### src/rtl/uart_pkg.sv
// Shared UART constants, the receive-entry layout and the FIFO pointer-width helper.
// The optional parity field follows UART_RX_FIFO_PARITY_EN.
package uart_pkg;

    localparam int UART_DATA_BITS = 8;
    localparam int UART_DEPTH     = 16;

`ifdef UART_RX_FIFO_PARITY_EN
    localparam int UART_PAR_W = 1;
`else
    localparam int UART_PAR_W = 0;
`endif

    typedef struct packed {
`ifdef UART_RX_FIFO_PARITY_EN
        logic                      parity_err;
`endif
        logic [UART_DATA_BITS-1:0] data;
    } uart_rx_entry_t;

    function automatic int uart_ptr_w(input int depth);
        return (depth > 1) ? $clog2(depth) : 1;
    endfunction

endpackage

### src/rtl/uart_fifo_mem.sv
// Depth x width register array: one synchronous write port, one registered read port.
// Read data updates only when re_i is high and otherwise holds; the array is not reset.
module uart_fifo_mem
    import uart_pkg::*;
#(
    parameter int WIDTH = UART_DATA_BITS,
    parameter int DEPTH = UART_DEPTH
) (
    input  logic                         clk,
    input  logic                         rst,
    input  logic                         we_i,
    input  logic [uart_ptr_w(DEPTH)-1:0] waddr_i,
    input  logic [WIDTH-1:0]             wdata_i,
    input  logic                         re_i,
    input  logic [uart_ptr_w(DEPTH)-1:0] raddr_i,
    output logic [WIDTH-1:0]             rdata_o
);

    logic [WIDTH-1:0] mem_q [DEPTH];
    logic [WIDTH-1:0] rdata_q;

    always_ff @(posedge clk) begin
        if (we_i) begin
            mem_q[waddr_i] <= wdata_i;
        end
    end

    // Reading the old word on a same-address write is what lets a full FIFO push and pop together.
    always_ff @(posedge clk or posedge rst) begin
        if (rst) begin
            rdata_q <= '0;
        end else if (re_i) begin
            rdata_q <= mem_q[raddr_i];
        end
    end

    assign rdata_o = rdata_q;

endmodule

### src/rtl/uart_rx_fifo.sv
// UART receive FIFO: captures rx_data_vld pulses, pops give rd_data/rd_vld one cycle after rd_en.
// Full without a pop drops the character and sets sticky overrun; UART_RX_FIFO_PARITY_EN stores parity.
module uart_rx_fifo
    import uart_pkg::*;
#(
    parameter int data_bits = UART_DATA_BITS,
    parameter int depth     = UART_DEPTH,
    parameter int irq_level = 8
) (
    input  logic                       clk,
    input  logic                       rst,
    input  logic [data_bits-1:0]       rx_data_in,
    input  logic                       rx_data_vld,
    input  logic                       rx_parity_err,
    input  logic                       rd_en,
    input  logic                       flush,
    input  logic                       overrun_clr,
    output logic [data_bits-1:0]       rd_data,
    output logic                       rd_parity_err,
    output logic                       rd_vld,
    output logic [$clog2(depth):0]     count,
    output logic                       empty,
    output logic                       full,
    output logic                       overrun,
    output logic                       irq
);

    localparam int PW      = uart_ptr_w(depth);
    localparam int CW      = $clog2(depth) + 1;
    localparam int ENTRY_W = data_bits + UART_PAR_W;

    logic [PW-1:0]      wptr_q, wptr_d;
    logic [PW-1:0]      rptr_q, rptr_d;
    logic [CW-1:0]      count_q, count_d;
    logic               overrun_q, overrun_d;
    logic               rd_vld_q;
    logic               empty_w, full_w;
    logic               pop, push, drop;
    logic [ENTRY_W-1:0] wr_entry, rd_entry;

    assign empty_w = (count_q == '0);
    assign full_w  = (count_q == CW'(depth));

    // A pop frees the slot the write lands in, so full + pop still accepts the character.
    assign pop  = rd_en && !empty_w && !flush;
    assign push = rx_data_vld && (!full_w || pop) && !flush;
    assign drop = rx_data_vld && full_w && !pop && !flush;

    always_comb begin
        wptr_d    = wptr_q;
        rptr_d    = rptr_q;
        count_d   = count_q;
        overrun_d = overrun_q;
        if (flush) begin
            wptr_d  = '0;
            rptr_d  = '0;
            count_d = '0;
        end else begin
            if (push) wptr_d = wptr_q + PW'(1);
            if (pop)  rptr_d = rptr_q + PW'(1);
            count_d = count_q + CW'(push) - CW'(pop);
        end
        if (drop) begin
            overrun_d = 1'b1;
        end else if (overrun_clr) begin
            overrun_d = 1'b0;
        end
    end

    always_ff @(posedge clk or posedge rst) begin
        if (rst) begin
            wptr_q    <= '0;
            rptr_q    <= '0;
            count_q   <= '0;
            overrun_q <= 1'b0;
            rd_vld_q  <= 1'b0;
        end else begin
            wptr_q    <= wptr_d;
            rptr_q    <= rptr_d;
            count_q   <= count_d;
            overrun_q <= overrun_d;
            rd_vld_q  <= pop;
        end
    end

`ifdef UART_RX_FIFO_PARITY_EN
    assign wr_entry      = {rx_parity_err, rx_data_in};
    assign rd_data       = rd_entry[data_bits-1:0];
    assign rd_parity_err = rd_entry[data_bits];
`else
    logic unused_parity;
    assign unused_parity = rx_parity_err;
    assign wr_entry      = rx_data_in;
    assign rd_data       = rd_entry;
    assign rd_parity_err = 1'b0;
`endif

    uart_fifo_mem #(
        .WIDTH (ENTRY_W),
        .DEPTH (depth)
    ) u_mem (
        .clk     (clk),
        .rst     (rst),
        .we_i    (push),
        .waddr_i (wptr_q),
        .wdata_i (wr_entry),
        .re_i    (pop),
        .raddr_i (rptr_q),
        .rdata_o (rd_entry)
    );

    assign count   = count_q;
    assign empty   = empty_w;
    assign full    = full_w;
    assign overrun = overrun_q;
    assign rd_vld  = rd_vld_q;
    assign irq     = (count_q >= CW'(irq_level)) | overrun_q;

endmodule

### config.mk
export PLATFORM = sky130hd
export DESIGN_NAME = uart_rx_fifo
export DESIGN_NICKNAME = d
export VERILOG_FILES = /design/src/rtl/uart_pkg.sv /design/src/rtl/uart_fifo_mem.sv /design/src/rtl/uart_rx_fifo.sv
export SDC_FILE = /design/constraint.sdc
export NUM_CORES = 1
export LEC_CHECK = 0
export CORE_ASPECT_RATIO = 0.6
export CORE_MARGIN = 8
export CORE_UTILIZATION = 40
export CTS_BUF_LIST = sky130_fd_sc_hd__clkbuf_4 sky130_fd_sc_hd__clkbuf_8
export CTS_CLUSTER_SIZE = 30
export DETAILED_ROUTE_END_ITERATION = 7
export PLACE_DENSITY_LB_ADDON = 0.12
export RECOVER_POWER = 100
export SLEW_MARGIN = 30
export SYNTH_ARGS = -nofsm -noshare
export SYNTH_HDL_FRONTEND = slang
export SYNTH_SLANG_ARGS = --single-unit
### constraint.sdc
create_clock -name clk -period 8.8 [get_ports clk]
set_input_delay 1.76 -clock clk [delete_from_list [all_inputs] [get_ports clk]]
set_output_delay 1.76 -clock clk [all_outputs]
set_load 0.01 [all_outputs]
# Word-level counts from Yosys, hierarchy flattened
# Memories as Yosys holds them, arrays and structs flattened. A register that Yosys moved wholly into a read port is not among the register bits.
# Index checks and enable logic that the tools add are counted.
[totals] wordCells=38 ff_bits=15 input_bits=15 mem_bits_rw=128 out_inout_bits=19 rom_bits=0 mem_count=1 latch_bits=0
[mem_list] name="u_mem.mem_q" words=16 word_bits=8 rd=1 rd_ports_with_merged_regs=1 wr=1 line="uart_fifo_mem.sv:19" source="logic [WIDTH-1:0] mem_q [DEPTH];"
[classes] add_sub_neg=4 n_div=0 multipliers=0 shifts=0 order_cmp=1 eq_ne=1 bitwise=1 reduce_logical=16 muxes=9
[op_table] cell="4-bit two-way mux" n=4
[op_table] cell="4-bit by 1-bit adder with 4-bit output, second input constant" n=2
[op_table] cell="1-bit logical AND" n=7
[op_table] cell="2-bit nonzero test" n=3
[op_table] cell="5-bit by 1-bit adder with 5-bit output" n=1
[op_table] cell="5-bit == test, second input constant" n=1
[op_table] cell="5-bit by 4-bit greater-or-equal comparator with 1-bit output, second input constant" n=1
[op_table] cell="5-bit zero test" n=1
[op_table] cell="5-bit two-way mux" n=1
[op_table] cell="5-bit by 1-bit subtractor with 5-bit output" n=1
[op_table] cell="1-bit zero test" n=4
[op_table] cell="1-bit two-way mux" n=4
[op_table] cell="1-bit logical OR" n=1
[op_table] cell="1-bit OR" n=1

# Depth between registers and ports, before layout
# Gate-level depths: netlist (run 1).
[logic_depth] depth_word=10 ltp_mapped=15 mapped_depth_nobuf=14

# Cells and area by module
# From an unflattened synthesis (run 1), not the netlist that was laid out.
[unflattened] hier_cells=330 area_unflattened_um2=6216.0
[modules_own_cells] module="uart_fifo_mem" instances=1 seq_area_each_um2=4043.9 area_each_um2=5335.1 cells_per_inst=241
[modules_own_cells] module="uart_rx_fifo" instances=1 seq_area_each_um2=375.4 area_each_um2=880.8 cells_per_inst=89

# Least setup slack after synthesis (run 1)
# OpenSTA, ideal clock, no wires.
[synth_path] kind="input port to flip-flop" startpoint="in rd_en" endpoint="reg count_q[4] (netlist: count[4])" path_slack_ps=5078 t_required_ps=8664 path_stages=11 setup_ps=136 arrival_time_ps=3586 n_path_buf=1 cell_sequence="o211ai_1 buf_2 ha_1 inv_1 ha_1 inv_1 fa_1 nand2b_1 a21oi_1 or3_1 a21oi_1"
[synth_between] elab_chain_cells=8
[synth_rtl] element="start, declared" line="uart_rx_fifo.sv:15" source="input logic rd_en,"
[synth_rtl] element="1-bit logical AND * (2 in series)" line="uart_rx_fifo.sv:45" source="assign pop = rd_en && !empty_w && !flush;"
[synth_rtl] element="1-bit logical OR" line="uart_rx_fifo.sv:46" source="assign push = rx_data_vld && (!full_w || pop) && !flush;"
[synth_rtl] element="1-bit logical AND (2 in series)" line="uart_rx_fifo.sv:46"
[synth_rtl] element="5-bit by 1-bit adder with 5-bit output" line="uart_rx_fifo.sv:61" source="count_d = count_q + CW'(push) - CW'(pop);"
[synth_rtl] element="5-bit by 1-bit subtractor with 5-bit output *" line="uart_rx_fifo.sv:61"
[synth_rtl] element="5-bit two-way mux *" line="uart_rx_fifo.sv:54" source="if (flush) begin"
[synth_rtl] element="net count_d[4]" line="uart_rx_fifo.sv:34" source="logic [CW-1:0] count_q, count_d;"
[synth_rtl] element="end signal, assigned" line="uart_rx_fifo.sv:80" source="count_q <= count_d;"
[synth_rtl] element="end, declared" line="uart_rx_fifo.sv:34"
# The timed path passes the listed nets; every way through them passes the cells marked *.
# A chain may end at the register's enable or synchronous reset.

# Final worst setup path (run 1)
[layout_path] startpoint="in flush" endpoint="reg count_q[4] (netlist: count[4])"
[layout_between] elab_chain_cells=8
[layout_rtl] element="start, declared" line="uart_rx_fifo.sv:16" source="input logic flush,"
[layout_rtl] element="1-bit zero test" line="uart_rx_fifo.sv:45, uart_rx_fifo.sv:46"
[layout_rtl] element="1-bit logical AND" line="uart_rx_fifo.sv:45"
[layout_rtl] element="1-bit logical OR" line="uart_rx_fifo.sv:46"
[layout_rtl] element="1-bit logical AND (2 in series)" line="uart_rx_fifo.sv:46"
[layout_rtl] element="5-bit by 1-bit adder with 5-bit output" line="uart_rx_fifo.sv:61"
[layout_rtl] element="5-bit by 1-bit subtractor with 5-bit output" line="uart_rx_fifo.sv:61"
[layout_rtl] element="5-bit two-way mux *" line="uart_rx_fifo.sv:54"
[layout_rtl] element="net count_d[4]" line="uart_rx_fifo.sv:34"
# Marked as above.

==> flow_summary_export.csv, run 1 <==
group,metric,value,unit
pwr,p_seq_share,46.0,%
outcome,violations,"max-capacitance violations, max-slew violations",
job,cap_violations,1,
worst_setup_path,critPathLaunchType,"primary input",
timing,fin_crit,5.44,ns
timing,setup_viol,0,
place,dp_hpwl,9150,um
synth,syn_nets,406,
timing,post-route-period-util,61.9,%
worst_setup_path,reg2reg_to,"count[4]$_DFF_PP0_",
synth,synth_area_leaders,"edfxtp_1 62%, dfrtp_1 9.3%, mux4_2 5.4%, mux2i_1 5.3%, ha_1 2.6%",
synth,synth_cell_types,41,
finish,nNetsFinal,447,
pwr,p_per_area,256,nW/um^2
pwr,power.share.switching,28.7,%
synth,synthSimpleGateAreaFrac,6.04,%
synth,yosysTopAreaCell,"edfxtp_1",
timing,hold_viol_final,0,
pwr,switching_power,526,uW
routing,first_pass_iters,4,
cts,cts_sinks,151,
timing,drv_slew,19,
outcome,status,"complete, but fails checks",
timing,fmax,0.184,GHz
pwr,p_int,1.30,mW
min_path,hold_path.class,"reg -> reg",
floorplan,pin_count,34,
synth,yosysMostFrequentCell,"edfxtp_1",
timing,rsz0062_at_grt,"no",
synth,synth.top_cells.by_count,"128 x edfxtp_1, 33 x mux2i_1, 23 x dfrtp_1, 23 x nor2_1, 18 x nand2_1",
worst_setup_path,end_kind,"flip-flop",
cts,cts_tree,"yes",
finish,regArea,4420,sq um
cts,root_buffer,"clkbuf_8",
worst_setup_path,reg2regPathDepth,14,
finish,multi_input_comb_area,1620,sq um
floorplan,die_h,113,um
synth,synth_edf_count,128,
cts,cts_max_path_buffers,2,
cts,clkTransAtPathRegs,0.09,ns
timing,maxSlewHeadroom,-33.6,%
routing,detail_route.wl_per_cell,21.5,um
finish,final_cell_area,7140,sq um
synth,synth_mux_area_share,11.2,%
pwr,power_leakage,2.36,nW
worst_setup_path,crit_type,"in -> reg",
finish,n_antenna_cell,0,
cts,htreeDepth,4,
cts,cts-buffers-inserted,17,
timing,whs,0.552,ns
cts,clk_latency,0.44,ns
place,io_buffers,31,
cts,cts_hold_buf,0,
synth,synth_xor_area_share,0.987,%
synth,synth_area_per_cell,16.5,sq um
synth,synth_area,6210,sq um
routing,vias_per_cell,5.20,
finish,syn_to_final_growth,14.9,%
place,place_inst,602,
worst_setup_path,worstSetupStartpoint,"flush",
finish,final_util,46.7,%
place,preCtsSetupSlack,3.89,ns
worst_setup_path,arrival,5.75,ns
cts,post-cts-setup-buffers,0,
floorplan,die_area,19900,sq um
synth,ys.flop_type,"edfxtp_1",
floorplan,core_area,15300,sq um
global_route,grt.overflow.total,0,
timing,finalSetupTns,0,ns
global_route,grt_pass1_wl,21100,um
place,gp_congestion,0.759,
global_route,grt_use_total,14.6,%
worst_setup_path,critPathMaxFanout,18,
finish,instances_no_fill,634,
global_route,grt_max_degree,52,
worst_setup_path,reg2reg_slack,4.51,ns
routing,drt-total-wl,13600,um
synth,synth-warning-count,0,
place,dpl_cell_area,6750,sq um
timing,final.setup.worst_slack,3.36,ns
pwr,peakVddDrop,109,uV
routing,vias,3294,
finish,num-fill-cells,1307,
floorplan,initial_core_util,40.7,%
pwr,p_comb_share,22.5,%
worst_setup_path,rr_startpoint,"count[2]$_DFF_PP0_",
global_route,grt_pass1_vias,3425,
pwr,pwr-share-clk,31.5,%
synth,synthCells,377,
synth,synth-async-reset-ratio,15.2,%
routing,drcViolationCount,0,
worst_setup_path,worstPathRequired,9.10,ns
global_route,antenna_found_initial,0,
synth,synth-seq-area-share,71.1,%
routing,drtIter0Drc,229,
cts,cts_resized,0,
timing,tightest_slew,1.99,ns
worst_setup_path,critPathCapture,"count[4]$_DFF_PP0_",
synth,synthAdderAreaFrac,2.94,%
synth,synth_compound_area_share,5.03,%
finish,drive_above_1_share,12.8,%
synth,synth_top_family_by_area,"multiplexers",
floorplan,rows,35,
synth,ys_seq_elements,151,
timing,fin_skew,0.0137,ns
synth,synth_top_area_share,61.9,%
floorplan,die_w,177,um
pwr,p_total,1.83,mW
routing,antenna_left,0,
==> registers in the layout, indices dropped and copies added, names as in the netlist <==
| register | flops |
|---|---|
| overrun | 1 |
| u_mem.mem_q | 128 |
| u_mem.rdata_o | 8 |
| wptr_q | 4 |
| count | 5 |
| rd_vld | 1 |
| rptr_q | 4 |
==> final cells by class <==
class / count / share of cell area [%]
Inverter: 16 / 0.859
Clock inverter: 14 / 2.61
Timing Repair Buffer: 40 / 4.92
Sequential cell: 151 / 61.9
Multi-Input combinational cell: 192 / 22.7
Tap cell: 203 / 3.56
Clock buffer: 18 / 3.47
==> per-layer routing <==
layer  share of wire [%]  vias to the layer above  track usage, %
met2                  43                       61            20.5
met4                0.87                        0            5.19
met5                   0                        -               0
met1                  50                     1681            21.6
met3                 5.6                       10            3.22
li1                    -                     1542               -
==> power by group through the flow <==
stage          logic [mW]  clock network [mW]  registers, mW
3_5_place_dp        0.435                   0          0.860
5_1_grt             0.449               0.620          0.848
2_1_floorplan       0.261                   0          0.868
4_1_cts             0.437               0.590          0.844
3_3_place_gp        0.429                   0          0.859
6_report            0.411               0.576          0.842
==> layout by cell type, fill, tap and decap left out, drive strengths merged, types with 9 or more instances in the layout <==
cell,synthesis,final
clkbuf,4,25
dfrtp,23,23
dlygate4sd3,0,29
edfxtp,128,128
ha,13,13
inv,15,21
mux2i,33,33
mux4,16,16
nand2,18,18
nand3,9,9
nor2,23,23
nor3,12,12
o22ai,16,16
==> how the worst min path moves through the flow <==
| stage | start | end | cells past startpoint |
|---|---|---|---|
| floorplan | wptr_q[1]$_DFFE_PP0P_ | wptr_q[1]$_DFFE_PP0P_ | 2 |
| global placement | u_mem.rdata_o[4]$_DFFE_PP0P_ | u_mem.rdata_o[4]$_DFFE_PP0P_ | 2 |
| detailed placement | u_mem.rdata_o[5]$_DFFE_PP0P_ | u_mem.rdata_o[5]$_DFFE_PP0P_ | 2 |
| CTS | u_mem.rdata_o[5]$_DFFE_PP0P_ | u_mem.rdata_o[5]$_DFFE_PP0P_ | 2 |
| global route | u_mem.rdata_o[5]$_DFFE_PP0P_ | u_mem.rdata_o[5]$_DFFE_PP0P_ | 2 |
| finish | u_mem.rdata_o[5]$_DFFE_PP0P_ | u_mem.rdata_o[5]$_DFFE_PP0P_ | 2 |
==> critical path, cell delays in order <==
cell,delay (ns)
dlygate4sd3_1,0.75
nor3_1,1.61
ha_1,0.45
inv_1,0.06
ha_1,0.17
inv_1,0.06
fa_1,0.39
nand2b_1,0.16
a21oi_1,0.16
or3_1,0.12
a21oi_1,0.06
==> cells by family after synthesis <==
family / count (synthesis)
xor+xnor: 7
fa+ha+maj: 14
simple gates: 76
buf+inv: 34
mux: 49
other cells: 1
compound gates: 45
flops: 151
Note: power is estimated with default switching activity, not from simulation.
==> run 2: changes to the inputs <==
clock period = 5.4 ns   (was 8.8 ns; I/O delays follow)
==> run 2 against run 1 <==
The flow still finishes with violations (max-capacitance violations, max-slew violations). Sequential cell count is the same. Final cell count grew 0.32%. Cell area shrank 0.42%. First-iteration DRC count shrank 10%. Sequential share of layout area grew 0.24 points. Combinational power grew 60%. Setup slack lost 2.1 ns. Critical endpoint unchanged. Highest routed layer unchanged.
==> flow_summary_export.csv, run 2 (synthesized netlist as in run 1, its figures left out) <==
group,metric,value,unit
timing,post-route-period-util,76.3,%
finish,multi_input_comb_area,1620,sq um
cts,clk_latency,0.44,ns
routing,antenna_left,0,
global_route,grt.overflow.total,0,
cts,cts_hold_buf,0,
timing,maxSlewHeadroom,-24.8,%
job,cap_violations,1,
floorplan,pin_count,34,
floorplan,rows,35,
cts,cts-buffers-inserted,17,
cts,clkTransAtPathRegs,0.09,ns
place,gp_congestion,0.745,
global_route,grt_use_met3,2.68,%
pwr,power_leakage,2.33,nW
global_route,grt.busiest_layer,"met1",
finish,regArea,4420,sq um
routing,drtIter0Drc,206,
routing,vias_per_cell,5.22,
timing,setup_viol,0,
cts,post-cts-setup-buffers,0,
pwr,p_total,2.92,mW
finish,top_register,"u_mem.mem_q",
min_path,hold_path.class,"reg -> reg",
routing,drt-total-wl,13500,um
outcome,violations,"max-capacitance violations, max-slew violations",
global_route,grt_pass1_vias,3383,
cts,root_buffer,"clkbuf_8",
global_route,grt_pass1_wl,20200,um
timing,fin_crit,4.12,ns
timing,finalSetupTns,0,ns
finish,drive_above_1_share,12.0,%
worst_setup_path,end_kind,"flip-flop",
timing,hold_viol_final,0,
global_route,grt_max_degree,28,
cts,cts_sinks,151,
finish,final_util,46.5,%
routing,drcViolationCount,0,
timing,tightest_slew,1.87,ns
finish,final_cell_mix,"128 x edfxtp_1, 33 x mux2i_1, 29 x dlygate4sd3_1",
cts,cts_max_path_buffers,2,
floorplan,die_area,19900,sq um
timing,rsz0062_at_grt,"no",
worst_setup_path,arrival,4.41,ns
global_route,antenna_found_initial,0,
pwr,peakVddDrop,158,uV
finish,nNetsFinal,449,
worst_setup_path,reg2reg_slack,1.34,ns
floorplan,die_w,177,um
timing,whs,0.559,ns
finish,num-fill-cells,1350,
place,io_buffers,31,
place,preCtsSetupSlack,1.15,ns
worst_setup_path,worstSetupStartpoint,"flush",
global_route,grt_use_total,13.9,%
place,dp_hpwl,9170,um
timing,final.setup.worst_slack,1.28,ns
global_route,gr-usage-met1,20.5,%
timing,fmax,0.243,GHz
worst_setup_path,worstPathRequired,5.69,ns
worst_setup_path,crit_type,"in -> reg",
floorplan,initial_core_util,40.7,%
timing,drv_slew,28,
outcome,status,"complete, but fails checks",
worst_setup_path,rr_startpoint,"rptr_q[1]$_DFFE_PP0P_",
cts,htreeDepth,4,
worst_setup_path,critPathLaunchType,"primary input",
finish,largest_reg_flops,128,
routing,first_pass_iters,5,
worst_setup_path,reg2regPathDepth,5,
timing,fin_skew,0.0139,ns
cts,cts_resized,0,
floorplan,core_area,15300,sq um
pwr,p_per_area,411,nW/um^2
routing,detail_route.wl_per_cell,21.3,um
worst_setup_path,critPathCapture,"count[4]$_DFF_PP0_",
worst_setup_path,critPathMaxFanout,14,
finish,n_antenna_cell,0,
cts,cts_tree,"yes",
finish,syn_to_final_growth,14.4,%
routing,vias,3323,
global_route,met2_usage,20.1,%
worst_setup_path,reg2reg_to,"u_mem.rdata_o[7]$_DFFE_PP0P_",
floorplan,die_h,113,um
finish,final_common_cell,"edfxtp_1",
==> run 2: critical path, cell delays in order <==
cell           delay (ns)
dlygate4sd3_1        0.95
inv_1                0.16
o211ai_1             0.13
clkbuf_1             0.57
ha_1                 0.37
inv_1                0.06
ha_1                 0.15
inv_1                0.05
fa_1                 0.38
nand2b_1             0.16
a21oi_1              0.17
or3_1                0.12
a21oi_1              0.06
==> run 2: power breakdown <==
part	internal, mW	total (mW)	switching, mW
logic	0.317	0.659	0.342
registers	1.33	1.39	0.0655
clock network	0.421	0.869	0.448
==> run 2: worst min path at each step <==
| stage | from | to | depth (start not counted) |
|---|---|---|---|
| after floorplan | wptr_q[1]$_DFFE_PP0P_ | wptr_q[1]$_DFFE_PP0P_ | 2 |
| after global placement | u_mem.rdata_o[4]$_DFFE_PP0P_ | u_mem.rdata_o[4]$_DFFE_PP0P_ | 2 |
| after detailed placement | u_mem.rdata_o[4]$_DFFE_PP0P_ | u_mem.rdata_o[4]$_DFFE_PP0P_ | 2 |
| after CTS | u_mem.rdata_o[7]$_DFFE_PP0P_ | u_mem.rdata_o[7]$_DFFE_PP0P_ | 2 |
| after global routing | u_mem.rdata_o[7]$_DFFE_PP0P_ | u_mem.rdata_o[7]$_DFFE_PP0P_ | 2 |
| final | u_mem.rdata_o[4]$_DFFE_PP0P_ | u_mem.rdata_o[4]$_DFFE_PP0P_ | 2 |
==> run 2: layout make-up <==
type | instances | share of cell area [%]
Clock inverter | 15 | 2.34
Multi-Input combinational cell | 192 | 22.8
Clock buffer | 17 | 3.29
Inverter | 16 | 0.862
Timing Repair Buffer | 42 | 5.00
Sequential cell | 151 | 62.2
Tap cell | 203 | 3.57
==> run 2: per-stage QoR <==
stage          instance area, sq um  std cells
3_3_place_gp                   6760        604
3_5_place_dp                   6760        604
6_report                       7110        636
5_1_grt                        7110        636
2_1_floorplan                  6210        377
4_1_cts                        7160        636
==> run 2: routing by layer <==
metal	up-vias	wire (um)	part of all wire, %
li1	1535	-	-
met3	11	582	4.3
met4	0	133	0.98
met2	71	5990	44
met5	-	0	0
met1	1706	6820	50
